### src/rtl/gemm_kernel_seq.sv
`timescale 1ns/1ps
// gemm_kernel_seq
// Sequences one GEMM multiply-accumulate batch: walks the source/parameter
// buffers row by row, drives the 4-lane MAC accumulator controls through a
// PIPE-deep delay line that matches the buffer read latency, hands each
// finished row to the output controller (k_fin_o) and flags batch end (s_fin_o).
//
// Ports:
//   clk, reset      clock, synchronous active-high reset
//   run_i           batch enable; low aborts and holds idle
//   s_init_i        start pulse (source buffer full)
//   out_busy_i      output controller is draining accumulators
//   src_re_o/ra_o   source buffer read enable / address (row*N_K + k)
//   prm_re_o/ra_o   parameter bank read enable / address (k)
//   acc_clr_o       MAC lanes load product instead of accumulating
//   acc_en_o        MAC lanes update
//   k_fin_o         pulse: current row's accumulators are final
//   s_fin_o         pulse: batch complete
//   busy_o          batch in progress
//   overrun_o       sticky: start pulse arrived while busy
module gemm_kernel_seq #(
  parameter int N_ROW = 4,
  parameter int N_K   = 8,
  parameter int PIPE  = 1,
  localparam int AW = (N_ROW * N_K > 1) ? $clog2(N_ROW * N_K) : 1,
  localparam int KW = (N_K > 1) ? $clog2(N_K) : 1,
  localparam int RW = (N_ROW > 1) ? $clog2(N_ROW) : 1
) (
  input  logic          clk,
  input  logic          reset,
  input  logic          run_i,
  input  logic          s_init_i,
  input  logic          out_busy_i,
  output logic          src_re_o,
  output logic [AW-1:0] src_ra_o,
  output logic          prm_re_o,
  output logic [KW-1:0] prm_ra_o,
  output logic          acc_clr_o,
  output logic          acc_en_o,
  output logic          k_fin_o,
  output logic          s_fin_o,
  output logic          busy_o,
  output logic          overrun_o
);

  typedef enum logic [1:0] {IDLE, RUN, DRAIN, WAIT_OUT} state_t;

  state_t          state_q;
  logic [KW-1:0]   k_q;        // k of the read currently presented on the ports
  logic [RW-1:0]   row_q;
  logic [AW-1:0]   src_ra_q;
  logic            src_re_q;
  logic            first_q;    // first WAIT_OUT cycle: out_busy not yet valid
  logic            k_fin_q, s_fin_q, busy_q, overrun_q;
  logic [PIPE:1]   en_dl_q, clr_dl_q;
  logic [PIPE:0]   vld_pipe, clr_pipe;

  // Stage 0 is the read issued this cycle; stage PIPE is what the MAC sees.
  assign vld_pipe = {en_dl_q, src_re_q};
  assign clr_pipe = {clr_dl_q, src_re_q && (k_q == '0)};

  always_ff @(posedge clk) begin
    if (reset || !run_i) begin
      state_q  <= IDLE;
      k_q      <= '0;
      row_q    <= '0;
      src_ra_q <= '0;
      src_re_q <= 1'b0;
      first_q  <= 1'b0;
      k_fin_q  <= 1'b0;
      s_fin_q  <= 1'b0;
      busy_q   <= 1'b0;
      en_dl_q  <= '0;
      clr_dl_q <= '0;
      if (reset) overrun_q <= 1'b0;
    end else begin
      en_dl_q  <= vld_pipe[PIPE-1:0];
      clr_dl_q <= clr_pipe[PIPE-1:0];
      k_fin_q  <= 1'b0;
      s_fin_q  <= 1'b0;
      if (s_init_i && state_q != IDLE) overrun_q <= 1'b1;

      case (state_q)
        IDLE: begin
          busy_q <= s_init_i;
          if (s_init_i) begin
            state_q  <= RUN;
            row_q    <= '0;
            k_q      <= '0;
            src_ra_q <= '0;
            src_re_q <= 1'b1;
          end
        end
        RUN: begin
          if (k_q == KW'(N_K - 1)) begin
            state_q  <= DRAIN;
            src_re_q <= 1'b0;
          end else begin
            k_q      <= k_q + KW'(1);
            src_ra_q <= src_ra_q + AW'(1);
          end
        end
        DRAIN: begin
          // Nothing left in flight ahead of the MAC stage: the acc_en now
          // leaving the line is the row's last, so k_fin follows it.
          if (vld_pipe[PIPE-1:0] == '0) begin
            state_q <= WAIT_OUT;
            k_fin_q <= 1'b1;
            first_q <= 1'b1;
          end
        end
        WAIT_OUT: begin
          first_q <= 1'b0;
          if (!first_q && !out_busy_i) begin
            if (row_q == RW'(N_ROW - 1)) begin
              // busy stays high alongside s_fin; it drops from IDLE next cycle
              state_q <= IDLE;
              s_fin_q <= 1'b1;
            end else begin
              state_q  <= RUN;
              row_q    <= row_q + RW'(1);
              k_q      <= '0;
              src_ra_q <= src_ra_q + AW'(1);  // continues into next row's block
              src_re_q <= 1'b1;
            end
          end
        end
        default: state_q <= IDLE;
      endcase
    end
  end

  assign src_re_o  = src_re_q;
  assign src_ra_o  = src_ra_q;
  assign prm_re_o  = src_re_q;
  assign prm_ra_o  = k_q;
  assign acc_en_o  = en_dl_q[PIPE];
  assign acc_clr_o = clr_dl_q[PIPE];
  assign k_fin_o   = k_fin_q;
  assign s_fin_o   = s_fin_q;
  assign busy_o    = busy_q;
  assign overrun_o = overrun_q;

endmodule

### config.mk
export PLATFORM = sky130hd
export DESIGN_NAME = gemm_kernel_seq
export DESIGN_NICKNAME = d
export VERILOG_FILES = /design/src/rtl/gemm_kernel_seq.sv
export SDC_FILE = /design/constraint.sdc
export NUM_CORES = 1
export LEC_CHECK = 0
export BUFFER_PORTS_ARGS = -buffer_cell sky130_fd_sc_hd__buf_4
export CAP_MARGIN = 30
export CORE_ASPECT_RATIO = 0.5
export CORE_MARGIN = 2
export CORE_UTILIZATION = 40
export CTS_CLUSTER_SIZE = 25
export DETAILED_ROUTE_END_ITERATION = 7
export GPL_TIMING_DRIVEN = 0
export PLACE_DENSITY_LB_ADDON = 0.05
export SLEW_MARGIN = 0
export SYNTH_ARGS = -nofsm -noshare
export SYNTH_HDL_FRONTEND = slang
export SYNTH_SLANG_ARGS = --single-unit
### constraint.sdc
create_clock -name clk -period 2.95 [get_ports clk]
set_input_delay 0.59 -clock clk [delete_from_list [all_inputs] [get_ports clk]]
set_output_delay 0.59 -clock clk [all_outputs]
set_load 0.03 [all_outputs]
=== Word-level counts from Yosys, hierarchy flattened ===
Cells that the tools add are included.

* Bits of input ports: 5
* Memories: 0
* Logic and storage cells: 84
* Register bits after elaboration: 20
* Bits in read-only memories: 0
* Output and inout port bits: 16
* Bits in writable memories: 0
* Bits in latches: 0

* Order comparisons: 0
* Equal/unequal tests: 12
* Reduce and logical (&&, ||, !) cells: 22
* Add/subtract/negate cells: 3
* Divide/modulo/power cells: 0
* Shift operators: 0
* Muxes and demuxes: 32
* $mul: 0
* Bitwise operators: 3

{| class="wikitable"
|+ Operators by type and width
! cell !! number
|-
| $mux W5 || 4
|-
| $pmux W5 S3 || 1
|-
| $mux W2 || 7
|-
| $ne A2 B2 Y1 const B || 7
|-
| $mux W3 || 4
|-
| $mux W1 || 11
|-
| $reduce_and A5 Y1 || 2
|-
| $pmux W3 S3 || 1
|-
| $pmux W2 S4 || 1
|-
| $reduce_and A4 Y1 || 2
|-
| $reduce_bool A2 Y1 || 4
|-
| $eq A2 B2 Y1 const B || 3
|-
| $add A5 B1 Y5 const B || 1
|-
| $pmux W2 S2 || 1
|-
| $reduce_and A2 Y1 || 2
|-
| $add A3 B1 Y3 const B || 1
|-
| $eq A3 B3 Y1 const B || 1
|-
| $logic_and A1 B1 Y1 || 3
|-
| $logic_not A1 Y1 || 3
|-
| $logic_not A3 Y1 || 1
|-
| $not A1 Y1 || 3
|-
| $pmux W1 S3 || 1
|-
| $reduce_bool A3 Y1 || 1
|-
| $reduce_or A3 Y1 || 1
|-
| other kinds (6) || 6
|}

=== Logic depth before layout (Yosys ltp) ===
Gate-level depths: netlist of the first run.

* Depth after elaboration: 4
* Gate-level depth with buffers: 7
* Depth with buffers taken out: 6

=== Least setup slack after synthesis of the first run ===
Ideal clock, no wire load.

* Path type: register to register
* Start: register k_q[0], in the netlist prm_ra_o[0]
* End: register src_ra_q[3], in the netlist src_ra_o[3]
* Library setup time: 0.070 ns
* Slack: 1.295 ns
* Data required time: 2.880 ns
* Clock period less this slack: 1.655 ns
* Data arrival time: 1.585 ns
* Cell stages (with the launch flop): 7
* Buffers on the path: 0
* Cell sequence: dfxtp_1 -> ha_1 -> ha_1 -> nand2_1 -> nand4_4 -> or3_1 -> a21oi_1

* Longest elaborated chain between the ends: 3

{| class="wikitable"
|+ RTL lines
! item !! RTL line !! source
|-
| start: declaration || 49 || <nowiki>logic [KW-1:0] k_q;</nowiki>
|-
| start signal: assignment || 99 || <nowiki>k_q <= k_q + KW'(1);</nowiki>
|-
| $eq A3 B3 Y1 || 95 || <nowiki>if (k_q == KW'(N_K - 1)) begin</nowiki>
|-
| $ne A2 B2 Y1 (no line) || - ||
|-
| $reduce_and A5 Y1 (no line) || - ||
|-
| end signal: assignment || 100 || <nowiki>src_ra_q <= src_ra_q + AW'(1);</nowiki>
|-
| end signal: assignment || 123 || <nowiki>src_ra_q <= src_ra_q + AW'(1);</nowiki>
|-
| end: declaration || 51 || <nowiki>logic [AW-1:0] src_ra_q;</nowiki>
|}

No other way between the ends.
A chain may end at the register's enable or synchronous reset.

=== Worst setup path after layout of the first run ===
* Start: register state_q[0]
* End: register src_ra_q[3], in the netlist src_ra_o[3]

* Longest elaborated chain between the ends: 3
* Elaborated cells between the ends (all ways): 10
* Classes of those cells: eq/ne (6); mux (1); reduce/logical (3)

{| class="wikitable"
|+ RTL lines
! item !! RTL line !! source
|-
| start: declaration || 48 || <nowiki>state_t state_q;</nowiki>
|-
| start signal: assignment || 64 || <nowiki>state_q <= IDLE;</nowiki>
|-
| start signal: assignment || 87 || <nowiki>state_q <= RUN;</nowiki>
|-
| start signal: assignment || 96 || <nowiki>state_q <= DRAIN;</nowiki>
|-
| $eq A2 B2 Y1 (tied with other cells) || 83 || <nowiki>case (state_q)</nowiki>
|-
| $ne A2 B2 Y1 (no line) or $reduce_bool A3 Y1 (tied branches) || - ||
|-
| $reduce_and A5 Y1 (no line) || - ||
|}

Several ways; a longest one is shown, not always the timed one.

==> reports/results.tsv, run 1 <==
stage	metric	value	unit
clock_network	total CTS buffers	3	
finish	most common cell after layout, fill and taps aside	buf_4	
setup_path	Req. time, crit path	3150	ps
setup_path	critical path launch point type	register	
die	core area	0.00254	mm²
sta	Min Clock Period, post-route	1820	ps
detailed_routing	Remaining DRCs	0	
yosys	Synth Area per Inst	9.19	µm²
detailed_routing	DRT Pass-1 Iters	4	
hold_path	Hold WC Path Type	reg2reg	
clock_network	CTS tree	built	
yosys	sequential cell area fraction in the yosys report	39.2	%
clock_network	Gates resized, CTS repair	0	
clock_network	Setup Fix Bufs, Post-CTS	0	
sta	Worst Setup Slack, final	1130	ps
grt	number of global-route vias before repair	729	
die	die area	0.00307	mm²
placement	dpl cells	171	
detailed_routing	total wire length	2.08	mm
die	io pins	21	
clock_network	Reg clk slew, reported paths	80	ps
sta	Final Hold Fails	0	
grt	largest net degree at the start of global routing	13	
grt	first-pass GRT wire length	3.41	mm
yosys	synth unique cells	32	
die	num rows	13	
yosys	Seq cells post-synth	20	
clock_network	CTS Hold Bufs	0	
grt	GRT Residual Overflow	0	
power	P_leak	0.577	nW
finish	Final Cell Area	0.00131	mm²
finish	commonest cells after routing, fill and taps aside	buf_4, dfxtp_1, ha_1, inv_1, nand2_1	
yosys	Syn Nets	131	
yosys	Yosys Warn Count	0	
placement	placed cell area	0.00124	mm²
sta	Clock Skews	3.00	ps
status	status	complete, no violations	
finish	# diodes	0	
detailed_routing	WL per Instance	11.9	µm
clock_network	Sink Count	20	
sta	final worst-path cycle share	61.9	%
sta	RSZ-0062 raised after global routing	false	
finish	layout cells sized above 1	23.9	%
sta	final setup violation count	0	
setup_path	Worst setup EP type	register	
placement	Placer Congestion	0.740	
finish	Synth-to-Final Area Change	25.1	%
clock_network	clk buf depth	2	
yosys	mapped cell area	0.00105	mm²
power	power per cell area	460	mW/mm²
grt	initial antenna violation count	0	
detailed_routing	vias	867	
setup_path	CP max FO	7	
clock_network	Clk Latency, worst-skew pair	260	ps
power	Worst VDD drop	0.176	mV
power	Power Total	603	µW
setup_path	critical path data arrival time	2030	ps
sta	Setup TNS Final	0	ps
clock_network	CTS Root Cell	clkbuf_8	
die	Die Ht	40.2	µm
finish	final net count	156	
detailed_routing	post-route ant nets	0	
die	Starting Density	41.3	%
placement	Port Buffer Count	20	
detailed_routing	DR iter-0 viols	24	
sta	number of slew-limit violations in the final report	0	
detailed_routing	DR vias/cell	4.95	
placement	post-place setup slack	1140	ps
sta	Slew headroom	75.4	%
die	Chip Width	76.4	µm
sta	Slew @ Worst Pin	369	ps
run	maxcap violations	0	
setup_path	WS Path Type	reg2reg	
sta	f_max	548	MHz
yosys	Cells after Synth	114	
clock_network	H-tree levels	1	
finish	Finished Layout Cells	175	
grt	Total GRT Usage	14.8	%
placement	DPL Wire Length	1.61	mm
==> logic make-up (layout without fill, tap and decap cells) <==
group / after synthesis / count (layout) / share of synthesized area (%)
multiplexers: 3 / 3 / 2.87
XOR/XNOR: 2 / 2 / 1.67
AND/OR/NAND/NOR: 40 / 40 / 20.7
adder cells (fa/ha/maj): 12 / 12 / 14.3
buffers and inverters: 14 / 38 / 5.73
flip-flops: 20 / 20 / 39.2
AO/OA/AOI/OAI: 23 / 23 / 15.5
==> final cells by class <==
cell class	count	area, µm²
Buffer	4	22.5
Timing Repair Buffer	20	150
Tap cell	37	46.3
Sequential cell	20	410
Clock buffer	4	66.3
Fill cell	270	1230
Multi-Input combinational cell	80	577
Inverter	10	37.5
==> state kept, by name, summed over array words and instances, names as in the netlist <==
signal	count
acc_clr_o	1
acc_en_o	1
busy_o	1
first_q	1
k_fin_o	1
overrun_o	1
prm_ra_o	3
prm_re_o	1
row_q	2
s_fin_o	1
src_ra_o	5
state_q	2
==> power by group <==
| part | switching [mW] | internal (mW) |
|---|---|---|
| sequential | 0.00545 | 0.278 |
| clock | 0.0994 | 0.147 |
| combinational | 0.0448 | 0.0283 |
| total | 0.150 | 0.453 |
==> worst paths after layout <==
path         slack [ps]               startpoint                       end  cells after the start
max                1130  state_q[0]$_SDFFE_PP0P_  src_ra_o[3]$_SDFFE_PP0P_                      6
min                 480    row_q[1]$_SDFFE_PP0P_     row_q[1]$_SDFFE_PP0P_                      2
max reg2reg        1130  state_q[0]$_SDFFE_PP0P_  src_ra_o[3]$_SDFFE_PP0P_                      6
min reg2reg         480    row_q[1]$_SDFFE_PP0P_     row_q[1]$_SDFFE_PP0P_                      2
==> critical path, stage by stage (launching register included) <==
cell and delay [ps]:
dfxtp_1 460, inv_1 130, ha_1 280, nand2b_1 220, nand4_4 150, or3_1 390
a21oi_1 140
==> synthesized netlist by cell type (all sizes together) <==
| cell | instances | share of area, % |
|---|---|---|
| a21oi | 7 | 4.4 |
| a31o | 1 | 0.84 |
| a31oi | 1 | 0.60 |
| a41o | 1 | 0.96 |
| and2 | 1 | 0.60 |
| buf | 4 | 2.2 |
| dfxtp | 19 | 36 |
| edfxtp | 1 | 2.9 |
| ha | 12 | 14 |
| inv | 10 | 3.6 |
| mux2i | 3 | 2.9 |
| nand2 | 10 | 3.6 |
| nand2b | 3 | 1.8 |
| nand3 | 8 | 3.8 |
| nand4 | 3 | 3.2 |
| nor2 | 8 | 2.9 |
| nor3 | 1 | 0.48 |
| nor3b | 1 | 0.72 |
| o2111ai | 1 | 0.84 |
| o211a | 1 | 0.96 |
| o211ai | 2 | 1.4 |
| o21ai | 7 | 3.7 |
| o221a | 1 | 1.1 |
| o31ai | 1 | 0.72 |
| or3 | 3 | 1.8 |
| or3b | 1 | 0.84 |
| or4b | 1 | 0.96 |
| xor2 | 2 | 1.7 |
==> stage by stage <==
step | utilization [%] | hold WS [ps]
finish | 51.6 | 481
CTS | 51.6 | 482
detailed placement | 49.0 | 470
floorplan | - | 440
global route | 51.6 | 508
global placement | 49.0 | 453
==> routing by layer <==
metal  track usage (%)  vias to the layer above  wire [µm]
li1                  -                      447          -
met1              18.8                      404       1080
met2              25.4                       14        877
met3              5.41                        2        111
met4              2.73                        0         11
met5                 0                        -          0
No activity file was read; power rests on OpenSTA's default activity.
==> run 2: changes to the inputs <==
==> constraint.sdc (replaced) <==
create_clock -name clk -period 1.6 [get_ports clk]
set_input_delay 0.32 -clock clk [delete_from_list [all_inputs] [get_ports clk]]
set_output_delay 0.32 -clock clk [all_outputs]
set_load 0.03 [all_outputs]
==> run 2 against run 1 <==
Compared with the run above: critical path type unchanged; critical endpoint is now src_ra_o[2]$_SDFFE_PP0P_; die area did not move; fmax rose by 18%; highest routed layer unchanged; power rose by 76%; sequential share of layout area fell by 0.84 points; non-clock buffer count rose by 3.
==> reports/results.tsv, run 2 (synthesis results as in run 1) <==
stage	metric	value	unit
status	status	complete, no violations	
detailed_routing	DR vias/cell	4.89	
power	Clock power frac	36.7	%
sta	RSZ-0062 raised after global routing	true	
setup_path	Reg2Reg Depth	5	
sta	final worst-path cycle share	96.5	%
power	Worst VDD drop	0.296	mV
clock_network	CTS tree	built	
power	Reg power frac	49.1	%
power	power per cell area	768	mW/mm²
finish	Synth-to-Final Area Change	31.7	%
hold_path	Worst Hold Depth	2	
sta	hold slack final	253	ps
setup_path	CP peak stage delay	490	ps
detailed_routing	total wire length	2.13	mm
clock_network	Sink Count	20	
setup_path	slowest library cell on the worst path	or4b_1	
finish	# diodes	0	
clock_network	H-tree levels	1	
detailed_routing	WL per Instance	12.0	µm
sta	number of slew-limit violations in the final report	0	
grt	initial antenna violation count	0	
placement	post-place setup slack	-208	ps
setup_path	Req. time, crit path	1790	ps
die	num rows	13	
clock_network	CTS Root Cell	clkbuf_8	
placement	DPL Wire Length	1.60	mm
setup_path	worst r2r dst	src_ra_o[2]$_SDFFE_PP0P_	
clock_network	clk buf depth	2	
setup_path	crit path to	src_ra_o[2]$_SDFFE_PP0P_	
setup_path	CP max FO	6	
die	Starting Density	41.3	%
finish	final net count	159	
sta	Slew headroom	78.2	%
grt	Total GRT Usage	15.1	%
power	Switching Power	267	µW
finish	layout cells sized above 1	36.9	%
clock_network	Reg clk slew, reported paths	80	ps
power	combinational power share	14.1	%
detailed_routing	vias	871	
die	die area	0.00307	mm²
die	core area	0.00254	mm²
setup_path	Critical Path Start	state_q[1]$_SDFFE_PP0P_	
die	Die Ht	40.2	µm
power	P_leak	0.581	nW
finish	max reg flops	5	
setup_path	WS Path Type	reg2reg	
clock_network	Clk Latency, worst-skew pair	260	ps
grt	number of global-route vias before repair	722	
detailed_routing	DR iter-0 viols	33	
setup_path	Worst setup EP type	register	
sta	Worst Setup Slack, final	55.3	ps
grt	largest net degree at the start of global routing	12	
grt	GRT Residual Overflow	0	
placement	Placer Congestion	0.721	
sta	Min Clock Period, post-route	1540	ps
sta	Clock Skews	2.26	ps
clock_network	total CTS buffers	3	
grt	first-pass GRT wire length	3.43	mm
sta	f_max	647	MHz
detailed_routing	DRT Pass-1 Iters	4	
setup_path	critical path data arrival time	1740	ps
power	total internal power	792	µW
detailed_routing	post-route ant nets	0	
finish	most common cell after layout, fill and taps aside	buf_4	
setup_path	worst r2r src	state_q[1]$_SDFFE_PP0P_	
setup_path	Cell Chain, Critical Path	inv_1 -> ha_2 -> nor2_1 -> or4b_1 -> o21ai_0	
clock_network	CTS Hold Bufs	0	
setup_path	flop-to-flop setup slack	60	ps
die	Chip Width	76.4	µm
finish	commonest cells after routing, fill and taps aside	buf_4, dfxtp_1, inv_1, nand2_1	
sta	final setup violation count	0	
sta	Final Hold Fails	0	
power	Net Sw Frac	25.2	%
placement	Port Buffer Count	20	
die	io pins	21	
setup_path	critical path launch point type	register	
detailed_routing	Remaining DRCs	0	
hold_path	Hold WC Path Type	in2reg	
run	maxcap violations	0	
sta	Slew @ Worst Pin	326	ps
==> run 2: critical path, delay by kind of cell (launching register included) <==
| kind | cells | cell delay (ps) |
|---|---|---|
| AOI/OAI and AO/OA | 1 | 130 |
| adders and majority gates | 1 | 250 |
| buffers and inverters | 1 | 120 |
| DFF | 1 | 370 |
| and+or+nand+nor | 2 | 600 |
==> run 2: layer usage <==
metal / share of wire [%] / vias up / global-route usage, %
li1: - / 450 / -
met1: 51 / 401 / 20.1
met2: 42 / 18 / 23.5
met3: 5.8 / 2 / 4.95
met4: 0.94 / 0 / 5.45
met5: 0 / - / 0
==> run 2: layout make-up <==
class                   count  area [µm²]
plain buffers               4        22.5
clock buffers               4        55.1
fillers                   256        1160
inverters                  10        37.5
multi-input cells          80         624
flip-flops and latches     20         420
well taps                  37        46.3
repair buffers             23         173
==> run 2: power groups by stage <==
stage	Sequential (mW)	Clock, mW	Combinational (mW)
2_1_floorplan	0.547	0	0.0765
3_3_place_gp	0.534	0	0.135
3_5_place_dp	0.534	0	0.136
4_1_cts	0.522	0.402	0.143
5_1_grt	0.522	0.423	0.164
6_report	0.520	0.389	0.149
==> run 2: timing repair <==
action,in CTS,in global routing
buffers inserted,1,2
gates cloned,0,0
setup endpoints to repair,12,6
pin swaps,1,4
gates resized for setup,7,10
==> run 2: per-stage QoR <==
stage / area, µm² / total power, mW / TNS [ps] / util, % / std cells
2_1_floorplan: 1050 / 0.623 / 0 / - / 114
6_report: 1380 / 1.06 / 0 / 54.3 / 178
3_5_place_dp: 1250 / 0.670 / -1540 / 49.1 / 171
3_3_place_gp: 1250 / 0.668 / -1350 / 49.1 / 171
4_1_cts: 1330 / 1.07 / -8.92 / 52.4 / 176
5_1_grt: 1380 / 1.11 / -28.7 / 54.3 / 178
==> run 2: worst min path at each step <==
stage,startpoint,end,slack (ps)
after floorplan,out_busy_i,s_fin_o$_SDFF_PP0_,400
after global placement,row_q[1]$_SDFFE_PP0P_,row_q[1]$_SDFFE_PP0P_,450
after detailed placement,row_q[1]$_SDFFE_PP0P_,row_q[1]$_SDFFE_PP0P_,470
after CTS,out_busy_i,s_fin_o$_SDFF_PP0_,240
after global routing,out_busy_i,s_fin_o$_SDFF_PP0_,250
final,out_busy_i,s_fin_o$_SDFF_PP0_,250
